$ cat src/rtl/mem_scan_unit_pkg.sv
// Shared widths, FSM encoding and length clamp for the memory scan engine.
package mem_scan_unit_pkg;

    localparam int unsigned ADDR_W    = 7;
    localparam int unsigned DATA_W    = 32;
    localparam int unsigned MEM_DEPTH = 2 ** ADDR_W;
    localparam int unsigned LEN_W     = 8;
    localparam int unsigned SUM_W     = DATA_W + ADDR_W;

    typedef enum logic [1:0] {
        StIdle,
        StRead,
        StDrain,
        StDone
    } scan_state_e;

    function automatic logic [LEN_W-1:0] clamp_len(input logic [LEN_W-1:0] len);
        return (len > LEN_W'(MEM_DEPTH)) ? LEN_W'(MEM_DEPTH) : len;
    endfunction

endpackage

$ cat src/rtl/mem_scan_unit_scan_accum.sv
// Valid-qualified statistics accumulator: sum, unsigned max with address, nonzero count.
module mem_scan_unit_scan_accum
    import mem_scan_unit_pkg::*;
(
    input  logic              clk,
    input  logic              rst_n,
    input  logic              i_clear,
    input  logic              i_valid,
    input  logic [ADDR_W-1:0] i_addr,
    input  logic [DATA_W-1:0] i_data,
    output logic [SUM_W-1:0]  o_sum,
    output logic [DATA_W-1:0] o_max_val,
    output logic [ADDR_W-1:0] o_max_idx,
    output logic [LEN_W-1:0]  o_nz_cnt
);

    logic [SUM_W-1:0]  r_sum;
    logic [DATA_W-1:0] r_max_val;
    logic [ADDR_W-1:0] r_max_idx;
    logic [LEN_W-1:0]  r_nz_cnt;
    logic              r_first;

    always_ff @(posedge clk or negedge rst_n) begin
        if (!rst_n) begin
            r_sum     <= '0;
            r_max_val <= '0;
            r_max_idx <= '0;
            r_nz_cnt  <= '0;
            r_first   <= 1'b1;
        end else if (i_clear) begin
            r_sum     <= '0;
            r_max_val <= '0;
            r_max_idx <= '0;
            r_nz_cnt  <= '0;
            r_first   <= 1'b1;
        end else if (i_valid) begin
            r_sum    <= r_sum + SUM_W'(i_data);
            r_nz_cnt <= r_nz_cnt + LEN_W'(i_data != '0);
            // Strict compare keeps the earliest address on ties; first word always loads.
            if (r_first || (i_data > r_max_val)) begin
                r_max_val <= i_data;
                r_max_idx <= i_addr;
            end
            r_first <= 1'b0;
        end
    end

    assign o_sum     = r_sum;
    assign o_max_val = r_max_val;
    assign o_max_idx = r_max_idx;
    assign o_nz_cnt  = r_nz_cnt;

endmodule

$ cat src/rtl/mem_scan_unit.sv
// Sweeps a wrapping address window of the synchronous-read data memory and summarises it.
module mem_scan_unit
    import mem_scan_unit_pkg::*;
(
    input  logic              clk,
    input  logic              rst_n,
    input  logic              i_start,
    input  logic [ADDR_W-1:0] i_base_addr,
    input  logic [LEN_W-1:0]  i_len,
    output logic [ADDR_W-1:0] o_mem_addr,
    output logic              o_mem_rd_en,
    input  logic [DATA_W-1:0] i_mem_data,
    output logic              o_busy,
    output logic              o_done,
    output logic [SUM_W-1:0]  o_sum,
    output logic [DATA_W-1:0] o_max_val,
    output logic [ADDR_W-1:0] o_max_idx,
    output logic [LEN_W-1:0]  o_nz_cnt
);

    scan_state_e       r_state;
    logic [ADDR_W-1:0] r_mem_addr;
    logic              r_rd_en;
    logic              r_busy;
    logic              r_done;
    logic [LEN_W-1:0]  r_left;
    logic              r_valid;
    logic [ADDR_W-1:0] r_cap_addr;

    logic [LEN_W-1:0]  w_len;
    logic              w_accept;

    assign w_len    = clamp_len(i_len);
    assign w_accept = (r_state == StIdle) && i_start;

    always_ff @(posedge clk or negedge rst_n) begin
        if (!rst_n) begin
            r_state    <= StIdle;
            r_mem_addr <= '0;
            r_rd_en    <= 1'b0;
            r_busy     <= 1'b0;
            r_done     <= 1'b0;
            r_left     <= '0;
            r_valid    <= 1'b0;
            r_cap_addr <= '0;
        end else begin
            // Memory returns data one cycle after the read is sampled.
            r_valid    <= r_rd_en;
            r_cap_addr <= r_mem_addr;
            unique case (r_state)
                StIdle: begin
                    if (i_start) begin
                        r_mem_addr <= i_base_addr;
                        if (w_len == '0) begin
                            r_state <= StDone;
                            r_done  <= 1'b1;
                        end else begin
                            r_state <= StRead;
                            r_rd_en <= 1'b1;
                            r_busy  <= 1'b1;
                            r_left  <= w_len - LEN_W'(1);
                        end
                    end
                end
                StRead: begin
                    if (r_left == '0) begin
                        r_rd_en <= 1'b0;
                        r_state <= StDrain;
                    end else begin
                        r_mem_addr <= r_mem_addr + ADDR_W'(1);
                        r_left     <= r_left - LEN_W'(1);
                    end
                end
                StDrain: begin
                    r_busy  <= 1'b0;
                    r_done  <= 1'b1;
                    r_state <= StDone;
                end
                StDone: begin
                    r_done  <= 1'b0;
                    r_state <= StIdle;
                end
                default: r_state <= StIdle;
            endcase
        end
    end

    mem_scan_unit_scan_accum u_accum (
        .clk       (clk),
        .rst_n     (rst_n),
        .i_clear   (w_accept),
        .i_valid   (r_valid),
        .i_addr    (r_cap_addr),
        .i_data    (i_mem_data),
        .o_sum     (o_sum),
        .o_max_val (o_max_val),
        .o_max_idx (o_max_idx),
        .o_nz_cnt  (o_nz_cnt)
    );

    assign o_mem_addr  = r_mem_addr;
    assign o_mem_rd_en = r_rd_en;
    assign o_busy      = r_busy;
    assign o_done      = r_done;

endmodule

$ cat config.mk
export PLATFORM = sky130hd
export DESIGN_NAME = mem_scan_unit
export DESIGN_NICKNAME = d
export VERILOG_FILES = /design/src/rtl/mem_scan_unit_pkg.sv /design/src/rtl/mem_scan_unit_scan_accum.sv /design/src/rtl/mem_scan_unit.sv
export SDC_FILE = /design/constraint.sdc
export NUM_CORES = 1
export LEC_CHECK = 0
export CORE_MARGIN = 3
export CORE_UTILIZATION = 35
export CTS_CLUSTER_SIZE = 14
export DETAILED_ROUTE_END_ITERATION = 8
export MAX_ROUTING_LAYER = met4
export PLACE_DENSITY = 0.59
export SLEW_MARGIN = 40
export SYNTH_ARGS = -nofsm -noshare
export SYNTH_HDL_FRONTEND = slang
export SYNTH_SLANG_ARGS = --single-unit
$ cat constraint.sdc
create_clock -name clk -period 2.9 [get_ports clk]
set_input_delay 0.58 -clock clk [delete_from_list [all_inputs] [get_ports clk]]
set_output_delay 0.58 -clock clk [all_outputs]
set_load 0.02 [all_outputs]
# [Yosys cells after proc, flatten, opt, wreduce, memory -nomap -nowiden]
# Index checks and enable logic that the tools add are counted.
[word_totals] ff_bits=115 input_bits=50 output_inout_bits=96
[classes] add_sub_neg=5 order_cmp=2 n_eq_ne=8 n_mux=32 n_reduce_logical=18
[ops] op="2-to-1 mux 32 bit" count=3
[ops] op="2-to-1 mux 39 bit" count=2
[ops] op="2-to-1 mux 8 bit" count=6
[ops] op="adder 39 x 32 -> 39 bit" count=1
[ops] op="2-to-1 mux 7 bit" count=5
[ops] op="> comparator 32 bit" count=1
[ops] op="nonzero test 32 bit" count=1
[ops] op="logical NOT 8 bit" count=2
[ops] op="one-hot mux 8 bit (2 select lines)" count=1
[ops] op="subtractor 8 x 1 -> 8 bit (second input constant)" count=2
[ops] op="one-hot mux 7 bit (2 select lines)" count=1
[ops] op="AND reduction 3 bit" count=3
[ops] op="adder 8 x 1 -> 8 bit" count=1
[ops] op="> comparator 8 bit (second input constant)" count=1
[ops] op="inequality test 2 bit (second input constant)" count=4
[ops] op="one-hot mux 2 bit (4 select lines)" count=1
[ops] op="AND reduction 4 bit" count=2
[ops] op="nonzero test 2 bit" count=4
[ops] op="adder 7 x 1 -> 7 bit (second input constant)" count=1
[ops] op="2-to-1 mux 1 bit" count=7
[ops] op="2-to-1 mux 2 bit" count=3
[ops] op="== test 2 bit (second input constant)" count=2
[ops] op="one-hot mux 1 bit (2 select lines)" count=2
[ops] op="AND reduction 2 bit" count=2
[ops] op="7 further kinds" count=7

# [Logic depth before layout (Yosys ltp)]
# Gate-level depths: netlist (run 1).
[logic_depth] depth_word=6 depth_mapped=11 ltp_nobuf=10

# [Cells and area by module]
# A second synthesis (run 1) with hierarchy kept.
[hier_totals] cells_unflattened=788 area_unflattened_um2=7644.8
[modules_own_cells] module="mem_scan_unit_scan_accum" instances=1 cells_each=635 area_each_um2=6048.3 seq_area_each_um2=2178.3
[modules_own_cells] module="mem_scan_unit" instances=1 cells_each=153 area_each_um2=1596.5 seq_area_each_um2=700.7

# [Worst setup path after synthesis (run 1)]
# Ideal clock, no wire load.
[synth_path] kind="in2reg" from="input port i_mem_data[0]" to="register u_accum.r_sum[38], in the netlist u_accum.o_sum[38]" arrival_time_ps=2596 required_ps=2780 setup_slack_ps=184 stages=10 path_buffers=0 path_cell_list="ha_1 -> inv_1 -> fa_1 -> nor2b_1 -> o211a_1 -> o21ai_1 -> a211o_1 -> a211oi_2 -> nor3_1 -> o211a_1"
[synth_via] elab_chain_len=3
[synth_lines] element="from (decl)" line_no="mem_scan_unit.sv:12" rtl="input logic [DATA_W-1:0] i_mem_data,"
[synth_lines] element="adder 39 x 32 -> 39 bit" line_no="mem_scan_unit_scan_accum.sv:37" rtl="r_sum <= r_sum + SUM_W'(i_data);"
[synth_lines] element="2-to-1 mux 39 bit" line_no="mem_scan_unit_scan_accum.sv:36" rtl="end else if (i_valid) begin"
[synth_lines] element="2-to-1 mux 39 bit" line_no="mem_scan_unit_scan_accum.sv:30" rtl="end else if (i_clear) begin"
[synth_lines] element="to (signal assigned)" line_no="mem_scan_unit_scan_accum.sv:37"
[synth_lines] element="to (decl)" line_no="mem_scan_unit_scan_accum.sv:17" rtl="logic [SUM_W-1:0] r_sum;"
# Every way passes these cells. The select of a mux whose other input is x is not followed.
# A chain may end at the register's enable or synchronous reset.

# [Worst setup path in the final report (run 1)]
[layout_path] from="input port i_mem_data[30]" to="register u_accum.r_max_val[3], in the netlist u_accum.o_max_val[3]"
[layout_via] elab_chain_len=4
[layout_lines] element="> comparator 32 bit" line_no="mem_scan_unit_scan_accum.sv:40" rtl="if (r_first || (i_data > r_max_val)) begin"
[layout_lines] element="logical OR 1 bit" line_no="mem_scan_unit_scan_accum.sv:40"
[layout_lines] element="nonzero test 2 bit (no line)"
[layout_lines] element="AND reduction 2 bit (no line)"
[layout_lines] element="to (signal assigned)" line_no="mem_scan_unit_scan_accum.sv:41" rtl="r_max_val <= i_data;"
[layout_lines] element="to (decl)" line_no="mem_scan_unit_scan_accum.sv:18" rtl="logic [DATA_W-1:0] r_max_val;"
# Every way passes these cells.

==> impl_metrics.ini, run 1 <==
[synthesis]
netlist.area_leader.share = 0.374
synth-edff-count = 0
synth_common_cells = dfrtp_1, nand2_1, ha_1, a21oi_1, nor2_1
synth_area_leader_cell = dfrtp_1
synth_cell_types = 67
synth.area.top_cells = dfrtp_1, ha_1, a22o_1
synth-seq-cells = 115
synth.avg_cell_area_sq_um = 8.96
ys_warn_count = 0
yosysSeqAreaShare = 0.378
synth_area_sq_mm = 0.00762
yosysMostFrequentCell = dfrtp_1
synthCells = 850
synthArstFlopShare = 1.00
syn_nets = 973
synthFlopType = dfrtp_1

[worst_setup_path]
worstSetupEndpointType = flip-flop
worstPathArrival_ps = 3120
start_kind = primary input
crit_fanout = 15
path_class = in2reg
worstPathRequired_ps = 3210

[timing]
fmax_ghz = 0.355
setup_viol = 0
clock_skew_ps = 7.43
hold_ws_ps = 130
slew_headroom = 0.474
min_period_over_period = 0.972
post-route-min-period_ps = 2820
hold_violations = 0
fin_ws_ps = 80.9
final-max-slew-violation-count = 0
worst_pin_slew_ps = 786
setup_tns_ps = 0

[layout]
diodes = 0
layout-drive-gt1-share = 0.195
synthToLayoutAreaGrowth_pct = 49.9
fin_nets = 1282
finalNonFillerCells = 1447

[clock_network]
cts_tree = built
clock_tree.buffer_depth = 2
worstSkewPairLatency_ps = 420
cts_max_level = 4
postCtsHoldBufs = 0
root_buffer = clkbuf_16
cts_made_buffers = 17
clk_pin_slew_ps = 60
cts.sinks = 115

[floorplan]
coreArea_sq_mm = 0.0212
io_pins = 146
start_util = 0.359
die_w_um = 154
chipHeight_um = 154
die-area_sq_mm = 0.0236
rows = 53

[pwr]
p_total_mw = 14.3
leakage_nw = 5.36
power_density_mw_per_mm2 = 1250
ir_worst_vdd_uv = 633

[global_route]
grt-ovfl-total = 0
antenna_found_initial = 0
grt_max_degree = 55
grt_pass1_vias = 7550
track_usage = 0.218
grt_pass1_wl_um = 40400

[routing]
drc = 0
detail_route.first_pass.iterations = 5
drt_wl_total_um = 25100
viasPerCell = 5.34
drt_iter0_markers = 435
vias = 7733
ant_nets = 0
wl_per_cell_um = 17.4

[flow_run]
drv_cap = 0

[placement]
dp_cells = 1406
dp_slack_ps = -468
port_buffers = 145
dp_hpwl_um = 19100
globalplace.congestion = 0.961

[status]
status = complete, no violations

[min_path]
hp-class = in2async
-- critical path, cell delays in order --
cell and delay (ps):
clkdlybuf4s50_1 480, ha_1 330, nand4_1 90, buf_4 170, or4_1 610, nor3_2 220, nor2_1 60, a21boi_4 170
buf_12 160, a22o_1 230
-- worst paths after layout --
check	from	to	slack [ps]	depth (start not counted)
min reg2reg	o_mem_rd_en	r_valid	440	0
max	i_mem_data[30]	u_accum.o_max_val[3]	80	10
min in group clk	o_mem_rd_en	r_valid	440	0
max in group asynchronous	rst_n	u_accum.o_nz_cnt[2]	2000	2
max reg2reg	u_accum.o_sum[0]	u_accum.o_sum[4]	230	17
min	rst_n	u_accum.o_max_val[16]	130	1
-- metrics by stage --
step	instance area (sq um)	util
after detailed placement	10600	0.500
after CTS	11300	0.533
after global placement	10600	0.500
final	11400	0.538
after global routing	11400	0.538
after floorplan	7620	-
-- layout by cell type, fill, tap and decap left out, types with 9 or more instances in the layout --
cell	n
dfrtp_1	114
o21ai_1	14
inv_1	52
a31oi_1	10
nand3_1	21
o21ai_0	43
xor2_1	10
nand4_1	26
a21o_1	21
a22o_1	40
nor3_1	13
nor4_1	15
clkbuf_16	19
clkdlybuf4s50_1	142
a22oi_1	9
buf_4	168
nand2_1	82
mux2i_1	17
a21oi_1	65
and2_1	9
ha_1	70
nor2_1	62
o21a_1	9
xnor2_1	14
-- cells by family after synthesis --
family	Yosys count	synth area share
buffers and inverters	81	0.0425
AND/OR/NAND/NOR	273	0.174
XOR/XNOR	24	0.0276
AO/OA/AOI/OAI	267	0.235
multiplexers	17	0.0223
flip-flops	115	0.378
adder cells (fa/ha/maj)	73	0.121
-- state kept, by name, indices dropped and copies added, names as in the netlist --
name / count
r_valid: 1
u_accum.o_nz_cnt: 8
o_busy: 1
o_mem_rd_en: 1
r_state: 2
o_done: 1
o_mem_addr: 7
u_accum.r_first: 1
r_cap_addr: 7
r_left: 8
u_accum.o_max_val: 32
u_accum.o_max_idx: 7
u_accum.o_sum: 39
-- what timing repair did --
action,in CTS,in global routing
setup endpoints to repair,1,41
gates cloned,0,1
gates resized for setup,4,16
pin swaps,3,6
hold endpoints to repair,0,0
setup buffers,7,1
-- layout make-up --
cell class | instances | area [sq um]
multi-input cells | 654 | 4500
clock buffers | 17 | 425
flip-flops and latches | 115 | 2880
inverters | 52 | 195
clock inverters | 15 | 218
repair buffers | 319 | 2860
fillers | 1969 | 9800
well taps | 275 | 344
-- report_power, final --
part           internal (mW)  switching (mW)  leakage [nW]
Combinational           4.31            4.56          3.62
Clock                   1.46           0.861         0.311
Sequential              2.37           0.714          1.43
Total                   8.14            6.14          5.36
-- routing by layer --
layer | share of wire | global-route usage
met4 | 0.020 | 0.0589
met1 | 0.46 | 0.295
met5 | 0 | -
met3 | 0.052 | 0.0425
met2 | 0.47 | 0.338
Power figures use the tool's default switching activity.
==> inputs of run 2 (changes only) <==
--- a/config.mk
+++ b/config.mk
@@ -5,6 +5,7 @@
 export SDC_FILE = /design/constraint.sdc
 export NUM_CORES = 1
 export LEC_CHECK = 0
+export CAP_MARGIN = 20
 export CORE_MARGIN = 3
 export CORE_UTILIZATION = 35
 export CTS_CLUSTER_SIZE = 14
==> results of run 2 <==
The final DEF is identical to that of run 1; final timing and power are the same.
